File: src/rtl/mux_select_arbiter.sv
// ---------------------------------------------------------------------------
// mux_select_arbiter
//   Round-robin arbiter for one shared 4:1, 32-bit datapath mux. It picks an
//   owner among four requesters, drives the mux select, and presents the
//   owner's beat downstream with a valid/ready handshake. A wait watchdog
//   releases an owner that has been stalled for TIMEOUT_CYCLES cycles.
//
// Parameters
//   TIMEOUT_CYCLES  consecutive stalled cycles allowed per grant (0 = off)
//
// Ports
//   clk         system clock, rising edge
//   reset       synchronous active-high reset
//   Req_i[3:0]  request vector, held until the matching Ack_o bit is seen
//   Ready_i     downstream accepts the current beat this cycle
//   Selector_o  mux select = index of current owner (held while idle)
//   Valid_o     beat on the mux output is valid (arbiter is granting)
//   Grant_o     one-hot current owner, 0 when idle
//   Ack_o       one-hot beat-accepted strobe, Grant_o & {4{Ready_i}}
//   Timeout_o   one-cycle pulse: grant abandoned by the watchdog
// ---------------------------------------------------------------------------
module mux_select_arbiter #(
   parameter int TIMEOUT_CYCLES = 16
) (
   input  logic       clk,
   input  logic       reset,
   input  logic [3:0] Req_i,
   input  logic       Ready_i,
   output logic [1:0] Selector_o,
   output logic       Valid_o,
   output logic [3:0] Grant_o,
   output logic [3:0] Ack_o,
   output logic       Timeout_o
);

   // Width is kept at least 1 so a disabled watchdog still elaborates.
   localparam int CNT_W = (TIMEOUT_CYCLES > 0) ? $clog2(TIMEOUT_CYCLES + 1) : 1;
   localparam logic [CNT_W-1:0] WCNT_LAST =
      (TIMEOUT_CYCLES > 0) ? CNT_W'(TIMEOUT_CYCLES - 1) : '0;

   typedef enum logic {
      IDLE  = 1'b0,
      GRANT = 1'b1
   } state_t;

   state_t           state_reg,   state_next;
   logic [1:0]       own_reg,     own_next;
   logic [1:0]       prio_reg,    prio_next;
   logic [CNT_W-1:0] wcnt_reg,    wcnt_next;
   logic             timeout_reg, timeout_next;

   logic [1:0] own_inc;
   logic [3:0] own_mask;
   logic [3:0] remaining;

   // First set bit of cand scanning start, start+1, ... (mod 4). The loop runs
   // from the farthest offset down so the nearest candidate is written last.
   // Result is meaningless when cand is zero; callers check |cand first.
   function automatic logic [1:0] pick(input logic [3:0] cand, input logic [1:0] start);
      logic [1:0] idx;
      logic [1:0] res;
      res = start;
      for (int i = 3; i >= 0; i--) begin
         idx = start + 2'(i);
         if (cand[idx]) res = idx;
      end
      return res;
   endfunction

   assign own_inc   = own_reg + 2'd1;
   assign own_mask  = 4'b0001 << own_reg;
   assign remaining = Req_i & ~own_mask;

   always_comb begin
      state_next   = state_reg;
      own_next     = own_reg;
      prio_next    = prio_reg;
      wcnt_next    = wcnt_reg;
      timeout_next = 1'b0;
      case (state_reg)
         IDLE: begin
            if (|Req_i) begin
               own_next   = pick(Req_i, prio_reg);
               state_next = GRANT;
               wcnt_next  = '0;
            end
         end
         GRANT: begin
            if (Ready_i) begin
               // Beat accepted: hand over immediately so there is no bubble.
               prio_next = own_inc;
               if (|remaining) begin
                  own_next  = pick(remaining, own_inc);
                  wcnt_next = '0;
               end else begin
                  state_next = IDLE;
               end
            end else if (!Req_i[own_reg]) begin
               prio_next  = own_inc;
               state_next = IDLE;
            end else begin
               wcnt_next = wcnt_reg + CNT_W'(1);
               if (TIMEOUT_CYCLES != 0 && wcnt_reg == WCNT_LAST) begin
                  prio_next    = own_inc;
                  state_next   = IDLE;
                  timeout_next = 1'b1;
               end
            end
         end
         default: state_next = IDLE;
      endcase
   end

   always_ff @(posedge clk) begin
      if (reset) begin
         state_reg   <= IDLE;
         own_reg     <= 2'd0;
         prio_reg    <= 2'd0;
         wcnt_reg    <= '0;
         timeout_reg <= 1'b0;
      end else begin
         state_reg   <= state_next;
         own_reg     <= own_next;
         prio_reg    <= prio_next;
         wcnt_reg    <= wcnt_next;
         timeout_reg <= timeout_next;
      end
   end

   assign Selector_o = own_reg;
   assign Valid_o    = (state_reg == GRANT);
   assign Timeout_o  = timeout_reg;

   genvar gi;
   generate
      for (gi = 0; gi < 4; gi++) begin : g_port
         assign Grant_o[gi] = (state_reg == GRANT) && (own_reg == 2'(gi));
         assign Ack_o[gi]   = Grant_o[gi] & Ready_i;
      end
   endgenerate

endmodule

File: config.mk
export PLATFORM = sky130hd
export DESIGN_NAME = mux_select_arbiter
export DESIGN_NICKNAME = d
export VERILOG_FILES = /design/src/rtl/mux_select_arbiter.sv
export SDC_FILE = /design/constraint.sdc
export NUM_CORES = 1
export LEC_CHECK = 0
export CAP_MARGIN = 40
export CELL_PAD_IN_SITES_DETAIL_PLACEMENT = 1
export CELL_PAD_IN_SITES_GLOBAL_PLACEMENT = 1
export CORE_MARGIN = 2
export CORE_UTILIZATION = 37
export DETAILED_ROUTE_END_ITERATION = 12
export PLACE_DENSITY = 0.82
export SYNTH_ARGS = -nofsm -noshare
export SYNTH_HDL_FRONTEND = slang
export SYNTH_SLANG_ARGS = --single-unit
File: constraint.sdc
create_clock -name clk -period 2.89 [get_ports clk]
set_clock_uncertainty 0.1 [all_clocks]
set_input_delay 0.578 -clock clk [delete_from_list [all_inputs] [get_ports clk]]
set_output_delay 0.578 -clock clk [all_outputs]
set_load 0.005 [all_outputs]
-- Yosys cells after proc, flatten, opt, wreduce, memory -nomap -nowiden
Cells that the tools add are included.
- $add $sub $neg: 8
- order comparisons: 9
- equal/unequal tests: 10
- shift operators: 1
- multiplexer cells: 45
- bitwise logic cells: 8
- reductions and logical operators: 11
- operators by type and width (operator ; number):
    $mux W2 ; 14
    $lt A2 B3 Y1 const B ; 9
    $mux W5 ; 4
    $bmux W1 S2 ; 9
    $mux W1 ; 15
    $reduce_or A4 Y1 ; 3
    $pmux W5 S2 ; 1
    $ne A3 B2 Y1 const B ; 3
    $add A2 B2 Y2 const B ; 4
    $add A2 B1 Y2 const B ; 3
    $reduce_and A3 Y1 ; 2
    $add A5 B1 Y5 const B ; 1
    $eq A5 B4 Y1 const B ; 1
    $and A1 B1 Y1 ; 4
    $and A4 B4 Y4 ; 1
    $eq A2 B2 Y1 const B ; 2
    $logic_and A1 B1 Y1 ; 4
    $ne A2 B2 Y1 const B ; 2
    $not A4 Y4 ; 1
    $pmux W2 S2 ; 1
    $shl A1 B2 Y4 const A ; 1
    $eq A2 B1 Y1 const B ; 1
    $logic_not A2 Y1 ; 1
    $ne A2 B1 Y1 const B ; 1
    3 further kinds ; 4
- register bits after elaboration: 11
- bits of input ports: 7
- output and inout port bits: 12
- word-level logic and storage cells: 97

-- Logic depth before layout (Yosys ltp)
- depth in word-level cells: 12
- gate-level depth with buffers: 8
- mapped depth without buffers: 7

-- Worst setup path after synthesis
Ideal clock, no wire load.
- path type: reg2reg
- start point: reg own_reg[0], in the netlist Selector_o[0]
- end point: reg own_reg[0], in the netlist Selector_o[0]
- arrival: 1.982 ns
- path slack: 0.747 ns
- cell stages (with the launch flop): 9
- buffers on the path: 1
- cells stage by stage: dfxtp_1 > buf_2 > inv_1 > ha_1 > nand2b_1 > a2111oi_2 > nor4b_2 > a211o_1 > nand3_2
- elaborated cells on any way between the ends: 25
- RTL lines (item ; RTL line ; RTL):
    start, declared ; 47 ; logic [1:0] own_reg, own_next;
    start signal, assigned ; 123 ; own_reg <= own_next;
    $add A2 B1 Y2 * ; 70 ; assign own_inc = own_reg + 2'd1;
    named net own_inc[0] ; 52 ; logic [1:0] own_inc;
    $add A2 B2 Y2 ; 64 ; idx = start + 2'(i);
    $bmux W1 S2 ; 65 ; if (cand[idx]) res = idx;
    $mux W1 (implied by the code) ; 65 ;
    $mux W2 (3 in series) ; 65 ;
    $mux W2 * ; 65 ;
    $mux W2 * ; 92 ; if (|remaining) begin
    $mux W2 * ; 89 ; if (Ready_i) begin
    $pmux W2 S2 * ; 80 ; case (state_reg)
Mark *: on every way through the listed nets, which the timed path passes. The rest lies on a longest branch. The select of a mux whose other input is x is not followed.
A chain may end at the register's enable or synchronous reset.

-- Final worst setup path
- start point: in Ready_i
- end point: out Ack_o[1]
- word-level cells in the longest chain between the ends: 1
- ends and longest elaborated chain (item ; RTL line ; RTL):
    start, declared ; 28 ; input logic Ready_i,
    $and A1 B1 Y1 ; 138 ; assign Ack_o[gi] = Grant_o[gi] & Ready_i;
    end, declared ; 32 ; output logic [3:0] Ack_o,
No other way between the ends.

==> results.json <==
{
  "status": "completed",
  "whs_ns": 0.401,
  "numCtsBuffers": 3,
  "rsz0062_at_grt": "no",
  "synth_edf_count": 0,
  "ys.flop_type": "dfxtp_1",
  "viasPerCell": 5.41,
  "fp.coreArea_um2": 2450,
  "critical_path_arrival_ns": 1.86,
  "cp_common_cell": "clkdlybuf4s50_1",
  "worst_pin_slew_ns": 0.563,
  "period_minus_slack_ns": 2.54,
  "critPathMaxFanout": 6,
  "min_period_over_period_pct": 87.9,
  "dp_cells": 156,
  "cts_resized": 0,
  "detail-route-antenna-nets": 0,
  "hp-class": "reg -> reg",
  "worst-path-buf-inv": 2,
  "cts_setup_buffers": 0,
  "cp-end-kind": "output pin",
  "nFillCells": 314,
  "path_clk_slew_ns": 0.07,
  "register_area_um2": 220,
  "setup_tns_ns": 0,
  "clk_path_buf_depth": 2,
  "power_leakage_nw": 0.452,
  "crit_type": "in -> out",
  "initial_utilization_pct": 38.5,
  "grt_overflow": 0,
  "route.detailed.drc": 0,
  "avgSynthCellArea_um2": 8.51,
  "nets": 144,
  "dp_hpwl_um": 1990,
  "cts_tree": "yes",
  "cts_hold_buffers": 0,
  "critPathLaunchType": "input port",
  "place.gp.congestion": 0.759,
  "yosys_register_bits": 11,
  "finalSetupViolations": 0,
  "clock_latency_ns": 0.27,
  "rows": 18,
  "num_io_pins": 19,
  "pre_cts_ws_ns": 0.238,
  "vdd_ir_drop_max_v": 0.000292,
  "fmax_mhz": 394,
  "crit_required_ns": 2.21,
  "grt_antenna_before_repair": 0,
  "ys_seq_area_share_pct": 23.3,
  "antennaDiodeCount": 0,
  "maxCapViolCount": 0,
  "die_h_um": 54.5,
  "grt_first_pass_wirelength_um": 4000,
  "slew_headroom_pct": 62.4,
  "syn_area_um2": 945,
  "crit_chain": "clkdlybuf4s50_1 -> and3_1 -> clkdlybuf4s50_1",
  "grt_max_degree": 19,
  "hold_viol": 0,
  "cts_sinks": 11,
  "setup_ws_ns": 0.349,
  "grt_util_all_layers_pct": 18.6,
  "grt_pass1_vias": 865,
  "syn-num-nets": 124,
  "cts-root-buf": "clkbuf_4",
  "crit_family": "buffers and inverters",
  "avgRoutedWirePerCell_um": 15.7,
  "area_growth_pct": 23.3,
  "fp.dieW_um": 54.5,
  "firstDrtPassIters": 4,
  "critPathSlowestCell": "clkdlybuf4s50_1",
  "critPathMaxStageDelay_ns": 0.57,
  "power_mw": 0.551,
  "largest_reg_flops": 5,
  "syn_inst": 111,
  "route.vias.total": 866,
  "wirelength_um": 2510,
  "ys_warn_count": 0,
  "portBuffers": 18,
  "drt_iter0_drc": 27,
  "multi_input_area_um2": 667,
  "p_per_area_nw_per_um2": 473,
  "synth_cell_types": 45,
  "drive_gt1_share_pct": 13.8,
  "die_area_um2": 2970,
  "cts.htree.levels": 1,
  "fin_cells": 160,
  "synth_async_sr_flop_share_pct": 0,
  "drv_slew": 0
}
[where the power goes]
| part | internal, mW | switching [mW] |
|---|---|---|
| Sequential | 0.164 | 0.0269 |
| Clock | 0.0534 | 0.0507 |
| Combinational | 0.126 | 0.130 |
[final timing paths]
check / depth (start not counted) / from / end / slack (ns)
worst max-delay path: 3 / Ready_i / Ack_o[1] / 0.35
worst min-delay path: 2 / wcnt_reg[4] / wcnt_reg[4] / 0.40
worst max register to register: 7 / Selector_o[0] / Selector_o[0] / 0.70
worst min register to register: 2 / wcnt_reg[4] / wcnt_reg[4] / 0.40
[layer usage]
| metal | vias up | part of all wire (%) | track usage (%) | routed length (µm) |
|---|---|---|---|---|
| li1 | 429 | - | - | - |
| met1 | 421 | 47 | 24.9 | 1170 |
| met2 | 14 | 51 | 30.9 | 1270 |
| met3 | 2 | 2.2 | 4.37 | 55 |
| met4 | 0 | 0.40 | 2.08 | 10 |
| met5 | - | 0 | 0 | 0 |
[cell usage after synthesis, drive strengths merged, types with 2 or more instances]
master | number | area [µm²]
a21oi | 5 | 28.8
and2 | 4 | 25.0
and3 | 6 | 37.5
buf | 4 | 35.0
dfxtp | 11 | 220
ha | 6 | 75.1
inv | 5 | 18.8
mux2i | 2 | 20.0
nand2 | 2 | 7.51
nand2b | 6 | 37.5
nand3 | 2 | 15.0
nand4 | 2 | 12.5
nor2 | 18 | 67.6
nor2b | 6 | 55.1
nor3 | 3 | 15.0
nor4b | 2 | 23.8
o21a | 2 | 22.5
o21ai | 5 | 25.0
xnor2 | 2 | 17.5
[kinds of logic after synthesis]
group	share of synthesized area (%)
flip-flops	23.3
AND/OR/NAND/NOR	36.2
XOR/XNOR	2.78
adder cells (fa/ha/maj)	7.95
buffers and inverters	6.09
AO/OA/AOI/OAI	17.6
multiplexers	6.09
[cell type report]
type / instances / area share [%]
well taps: 30 / 3.22
clock buffers: 4 / 2.26
multi-input cells: 90 / 57.3
inverters: 5 / 1.61
flip-flops and latches: 11 / 18.9
repair buffers: 20 / 16.8
[through the flow]
step / instance area, µm² / utilization (%)
CTS: 1160 / 47.5
finish: 1160 / 47.5
detailed placement: 1140 / 46.4
global route: 1160 / 47.5
global placement: 1140 / 46.4
floorplan: 945 / -
[worst reg2reg max path, stage by stage (launching register included)]
cell and delay, ns:
dfxtp_1 0.51, inv_1 0.14, ha_1 0.26, nand2b_1 0.22
a2111oi_2 0.43, nor4b_2 0.11, a211o_1 0.32, nand3_2 0.05
[cells in the final DEF (no fill, tap or decap), drive strengths merged, types with 3 or more instances in the layout]
cell type      netlist  routed
a21oi                5       5
and2                 4       4
and3                 6       6
clkbuf               1       4
clkdlybuf4s50        0      18
dfxtp               11      11
ha                   6       6
inv                  5       5
nand2b               6       6
nor2                18      18
nor2b                6       6
nor3                 3       3
o21ai                5       5
Power figures use the tool's default switching activity.
